### src/rtl/slave_stream_bridge.sv
// slave_stream_bridge
// Bridges a simple req/ack register bus (cross_bar slave port) to a pair of
// valid/ready streams through two DEPTH-entry FIFOs.
//   clk_i, reset_i        : single clock, synchronous active-high reset
//   req_i, addr_i, cmd_i  : bus request, byte address (addr[3:0] decoded),
//   wdata_i               : 1 = write / 0 = read, write data
//   ack_o, rdata_o        : one-cycle acceptance pulse, registered read data
//   tx_valid_o/tx_ready_i/tx_data_o : outbound stream (TX FIFO head)
//   rx_valid_i/rx_ready_o/rx_data_i : inbound stream (RX FIFO tail)
// Map: 0x0 DATA (wr = TX push, rd = RX pop), 0x4 STATUS (ro), 0x8 CONTROL (wo,
// bit0 flushes TX, bit1 flushes RX).
module slave_stream_bridge #(
  parameter int DATA_W = 32,
  parameter int ADDR_W = 32,
  parameter int DEPTH  = 8
) (
  input  logic              clk_i,
  input  logic              reset_i,
  input  logic              req_i,
  input  logic [ADDR_W-1:0] addr_i,
  input  logic              cmd_i,
  input  logic [DATA_W-1:0] wdata_i,
  output logic              ack_o,
  output logic [DATA_W-1:0] rdata_o,
  output logic              tx_valid_o,
  input  logic              tx_ready_i,
  output logic [DATA_W-1:0] tx_data_o,
  input  logic              rx_valid_i,
  output logic              rx_ready_o,
  input  logic [DATA_W-1:0] rx_data_i
);

  localparam int PTR_W = $clog2(DEPTH);
  localparam int CNT_W = PTR_W + 1;
  localparam logic [CNT_W-1:0] FULL_CNT = CNT_W'(DEPTH);
  localparam logic [PTR_W-1:0] PTR_ONE  = PTR_W'(1);
  localparam logic [CNT_W-1:0] CNT_ONE  = CNT_W'(1);
  localparam logic [3:0] OFF_DATA   = 4'h0;
  localparam logic [3:0] OFF_STATUS = 4'h4;
  localparam logic [3:0] OFF_CTRL   = 4'h8;

  typedef enum logic [1:0] {IDLE, ACK, RESP} state_t;

  state_t state_q, state_d;

  logic [3:0]        opOffset_q;
  logic              opWrite_q;
  logic [DATA_W-1:0] opWdata_q;
  logic [DATA_W-1:0] rdata_q, rdata_d;

  logic [DATA_W-1:0] txMem [DEPTH];
  logic [DATA_W-1:0] rxMem [DEPTH];
  logic [PTR_W-1:0]  txWr_q, txWr_d, txRd_q, txRd_d;
  logic [PTR_W-1:0]  rxWr_q, rxWr_d, rxRd_q, rxRd_d;
  logic [CNT_W-1:0]  txCount_q, txCount_d, rxCount_q, rxCount_d;

  logic [ADDR_W-5:0] unusedAddrBits;
  logic [3:0]  reqOffset;
  logic        txEmpty, txFull, rxEmpty, rxFull;
  logic        accept, inAck;
  logic        busPush, busPop, flushTx, flushRx, txPop, rxPush;
  logic [31:0] status;

  assign unusedAddrBits = addr_i[ADDR_W-1:4];
  assign reqOffset      = addr_i[3:0];

  assign txEmpty = (txCount_q == '0);
  assign txFull  = (txCount_q == FULL_CNT);
  assign rxEmpty = (rxCount_q == '0);
  assign rxFull  = (rxCount_q == FULL_CNT);

  // A DATA access that would overflow TX or underflow RX waits in IDLE.
  assign accept = !((reqOffset == OFF_DATA) && cmd_i && txFull) &&
                  !((reqOffset == OFF_DATA) && !cmd_i && rxEmpty);

  // The request is latched on entry to ACK, so the master may drop req as
  // soon as it sees ack without disturbing the operation in flight.
  assign inAck   = (state_q == ACK);
  assign busPush = inAck && opWrite_q && (opOffset_q == OFF_DATA);
  assign busPop  = inAck && !opWrite_q && (opOffset_q == OFF_DATA);
  assign flushTx = inAck && opWrite_q && (opOffset_q == OFF_CTRL) && opWdata_q[0];
  assign flushRx = inAck && opWrite_q && (opOffset_q == OFF_CTRL) && opWdata_q[1];

  assign tx_valid_o = !txEmpty && !reset_i;
  assign tx_data_o  = txMem[txRd_q];
  assign rx_ready_o = !rxFull && !reset_i;
  assign txPop      = tx_valid_o && tx_ready_i;
  assign rxPush     = rx_valid_i && rx_ready_o;

  // Outputs are forced inactive combinationally so a reset asserted during
  // ACK suppresses the pulse in that same cycle.
  assign ack_o   = inAck && !reset_i;
  assign rdata_o = reset_i ? '0 : rdata_q;

  assign status = {8'h00, 8'(rxCount_q), 8'(txCount_q), 4'h0,
                   rxFull, rxEmpty, txFull, txEmpty};

  always_comb begin
    state_d = state_q;
    case (state_q)
      IDLE:    if (req_i && accept) state_d = ACK;
      ACK:     state_d = RESP;
      RESP:    state_d = IDLE;
      default: state_d = IDLE;
    endcase
  end

  always_comb begin
    rdata_d = rdata_q;
    if (inAck && !opWrite_q) begin
      case (opOffset_q)
        OFF_DATA:   rdata_d = rxMem[rxRd_q];
        OFF_STATUS: rdata_d = DATA_W'(status);
        default:    rdata_d = '0;
      endcase
    end
  end

  // Flush takes priority over any stream transfer on the same FIFO.
  always_comb begin
    txWr_d    = txWr_q;
    txRd_d    = txRd_q;
    txCount_d = txCount_q;
    if (flushTx) begin
      txWr_d    = '0;
      txRd_d    = '0;
      txCount_d = '0;
    end else begin
      if (busPush) txWr_d = txWr_q + PTR_ONE;
      if (txPop)   txRd_d = txRd_q + PTR_ONE;
      if (busPush && !txPop)      txCount_d = txCount_q + CNT_ONE;
      else if (!busPush && txPop) txCount_d = txCount_q - CNT_ONE;
    end
  end

  always_comb begin
    rxWr_d    = rxWr_q;
    rxRd_d    = rxRd_q;
    rxCount_d = rxCount_q;
    if (flushRx) begin
      rxWr_d    = '0;
      rxRd_d    = '0;
      rxCount_d = '0;
    end else begin
      if (rxPush) rxWr_d = rxWr_q + PTR_ONE;
      if (busPop) rxRd_d = rxRd_q + PTR_ONE;
      if (rxPush && !busPop)      rxCount_d = rxCount_q + CNT_ONE;
      else if (!rxPush && busPop) rxCount_d = rxCount_q - CNT_ONE;
    end
  end

  always_ff @(posedge clk_i) begin
    if (reset_i) begin
      state_q    <= IDLE;
      opOffset_q <= '0;
      opWrite_q  <= 1'b0;
      opWdata_q  <= '0;
      rdata_q    <= '0;
      txWr_q     <= '0;
      txRd_q     <= '0;
      txCount_q  <= '0;
      rxWr_q     <= '0;
      rxRd_q     <= '0;
      rxCount_q  <= '0;
    end else begin
      state_q <= state_d;
      if (state_q == IDLE) begin
        opOffset_q <= reqOffset;
        opWrite_q  <= cmd_i;
        opWdata_q  <= wdata_i;
      end
      rdata_q   <= rdata_d;
      txWr_q    <= txWr_d;
      txRd_q    <= txRd_d;
      txCount_q <= txCount_d;
      rxWr_q    <= rxWr_d;
      rxRd_q    <= rxRd_d;
      rxCount_q <= rxCount_d;
    end
  end

  // Storage is not reset; stale words are unreachable once pointers clear.
  always_ff @(posedge clk_i) begin
    if (busPush) txMem[txWr_q] <= opWdata_q;
    if (rxPush)  rxMem[rxWr_q] <= rx_data_i;
  end

endmodule
### config.mk
export PLATFORM = sky130hd
export DESIGN_NAME = slave_stream_bridge
export DESIGN_NICKNAME = d
export VERILOG_FILES = /design/src/rtl/slave_stream_bridge.sv
export SDC_FILE = /design/constraint.sdc
export NUM_CORES = 1
export LEC_CHECK = 0
export CAP_MARGIN = 20
export CORE_MARGIN = 4
export CORE_UTILIZATION = 50
export DETAILED_ROUTE_END_ITERATION = 8
export PLACE_DENSITY_LB_ADDON = 0.05
export SYNTH_ARGS = -nofsm -noshare
export SYNTH_HDL_FRONTEND = slang
export SYNTH_SLANG_ARGS = --single-unit
### constraint.sdc
create_clock -name clk_i -period 7.05 [get_ports clk_i]
set_input_delay 1.41 -clock clk_i [delete_from_list [all_inputs] [get_ports clk_i]]
set_output_delay 1.41 -clock clk_i [all_outputs]
set_load 0.02 [all_outputs]
==> impl_results.md <==
* Status: finished clean
* Clock H-tree levels at 2
* P_sw at 1.64 mW
* Vias in the first global route at approximately 12k
* Antenna Nets Post-Route at 0
* Via count at 11.3k
* Wirelength per Cell at approximately 24 um
* CTS clk-pin slew, worst paths at 60 ps
* Top_reg_cell synth: edfxtp_1
* Gr ovfl total at 0
* Final #Nets at 1,476
* Min-delay src: rxRd_q[1]
* Worst skew pair latency at 610 ps
* Worst EP required at 5640 ps
* Final core utilization at 60.4%
* Final HPWL DP at 26.2 mm
* Final period util at 69.6%
* Final std cells w/o fill at 2,015
* Synth top area cells: edfxtp_1 67%, mux4_2 12%, dfxtp_1 8.4%
* Worst Skew at 19.5 ps
* Pin count of the biggest net entering global routing at 64
* Post-synth EDFFs at 512
* Finished Cell Area at 0.0275 mm^2
* Placed Cells at approximately 1.9k
* Core area at roughly 0.045 mm^2
* PortBufs at 140
* Worst Setup End Kind: primary output
* I/O pins at 169
* Share of cells above drive strength 1 at 22.5%
* Slew HR at between 30% and 40%
* CTS Hold Bufs at 0
* Final setup vio count at 0
* Final Wtd Congestion at 0.722
* Setup TNS at 0 ps
* First-pass GRT wire length at 72.6 mm
* Pre-antenna DRT Iters at 4
* Area leader, netlist: edfxtp_1
* Sw Ratio at 20.4%
* Post-route minimum period at 4910 ps
* Final Slew Violations at 0
* Peak supply drop at ~0.00021 V
* Site Rows at 78
* Comb pwr share at 6.1%
* Internal power at ~6.4 mW
* CTS tree: done
* Die Ht at 223 um
* YS warnings at 0
* Max cap viols at 0
* Reg power frac at 50.7%
* FF+latch count, synth at 609
* CP Max Fanout at 46
* DR DRC count at 0
* Power, Total at between 8 and 9 mW
* Number of buffers created by CTS at 61
* Setup CP Type: flip-flop to primary output
* Chip Width at 223 um
* Crit start category: flip-flop
* Critical R2R Launch: opOffset_q[3]
* DP Area at 0.0252 mm^2
* Post-synth top area share at 66.6%
* Leakage at 8.78 nW
* Mapped cell area at ~0.023 mm^2
* Initial antenna violation count at 5
* Syn_nets at 1,310
* Initial Util at approximately half
* Power share of the clock group at 43.3%
* Resize count post-CTS at 0
* Final Hold Viols at 0
* Area Growth Syn to Fin at 19.0%
* N_diodes at 0
* Root buffer cell: clkbuf_16
* Hold Crit Class: flip-flop to flip-flop
* CP arrival at 3500 ps
* CTS max path bufs at 3
* Syn Inst Count at 1,196
* Total Wirelength at 48.1 mm
* P per Cell Area at between 200 and 300 mW/mm^2
* Synth cell types at 47
* Fraction of registers with async set/reset at 0%
* Least-Margin Pin Slew at just over 1000 ps
* Total Routing Usage GR at 19.3%
* F_max at 204 MHz
* Die area at between 0.04 and 0.05 mm^2
* DR iter-0 viols at 949
* Syn Area/Cell at 19.3 um^2
* Post-DR vias/cell at 5.62
* Register area share after synthesis at 75.1%
* Post-CTS setup buffer count at 0
* Unrepaired setup endpoints after global routing: no
* Total clock sinks at just over 600
cells in the final DEF (no fill, tap or decap), types with 7 or more instances in the layout:
master,n
nand2_1,85
clkbuf_16,63
a22oi_1,20
nor2_1,27
nor2_4,10
edfxtp_1,512
clkbuf_8,8
mux2_2,36
clkbuf_1,11
mux4_2,128
o21ai_0,9
and2_1,19
clkdlybuf4s50_1,139
buf_4,29
bufinv_16,12
dfxtp_1,93
a21oi_1,46
a221o_1,21
ha_1,10
clkinv_2,9
nand3_1,7
nor2b_1,37
clkinv_1,10
final timing paths:
check / cells after the start / slack [ps] / end
max: 4 / 2140 / tx_data_o[4]
min: 2 / 480 / rxRd_q[1]
max reg2reg: 10 / 4070 / txCount_q[3]
min reg2reg: 2 / 480 / rxRd_q[1]
metal layers:
metal	up-vias	global-route usage (%)	wire length, um
met5	-	0	68
met3	82	3.78	2250
met1	5851	26.1	20400
met2	262	32.5	24300
met4	8	5.49	1090
li1	5117	-	-
cell usage after synthesis (all sizes together) (2+ instances only):
cell	number
a211oi	2
a21oi	46
a221o	21
a22oi	20
a31oi	2
a41o	2
and2	20
buf	38
clkbuf	28
dfxtp	97
edfxtp	512
fa	2
ha	10
inv	7
mux2	36
mux2i	4
mux4	128
nand2	85
nand2b	6
nand3	7
nor2	37
nor2b	37
nor3	7
nor3b	3
nor4	6
nor4b	4
o21ai	10
xnor2	6
xor2	5
worst max-delay path, cell delays in order, from the launching register on:
cell and delay, ps:
dfxtp_4 970, buf_4 510, mux4_2 560, mux2_2 290, clkdlybuf4s50_1 550
power by group through the flow:
stage / clock [mW] / combinational (mW) / sequential, mW
finish: 3.46 / 0.485 / 4.06
global route: 3.69 / 0.527 / 4.07
CTS: 3.54 / 0.492 / 4.06
detailed placement: 0 / 0.490 / 4.14
global placement: 0 / 0.484 / 4.13
floorplan: 0 / 0.332 / 4.08
per-stage QoR:
step | hold slack [ps] | setup WS (ps)
after CTS | 484 | 1980
after floorplan | 454 | 2340
after global placement | 472 | 2560
after global routing | 518 | 1860
after detailed placement | 476 | 2560
final | 482 | 2140
state kept, by name, summed over array words and instances (netlist names), named ones only:
| name | flops |
|---|---|
| txCount_q | 4 |
| txRd_q | 3 |
| txMem | 256 |
| rxRd_q | 3 |
| rxWr_q | 3 |
| rdata_q | 32 |
| rxMem | 256 |
| opOffset_q | 4 |
| txWr_q | 3 |
| rxCount_q | 4 |
| state_q | 2 |
| opWdata_q | 32 |
| opWrite_q | 1 |
final cells by class:
type / instances / area, um^2
flip-flops and latches: 609 / 17300
inverters: 7 / 26.3
repair buffers: 169 / 1630
fillers: 3393 / 18000
clock buffers: 82 / 1730
well taps: 600 / 751
clock inverters: 34 / 468
multi-input cells: 514 / 5530
logic make-up (layout without fill, tap and decap cells):
family	count (synthesis)	after routing	synth area share, %
buf+inv	73	292	1.50
xor+xnor	11	11	0.418
mux	168	168	14.4
simple gates	218	218	4.81
fa+ha+maj	12	12	0.716
compound gates	105	105	3.06
flops	609	609	75.1
(Power assumes the default switching activity.)
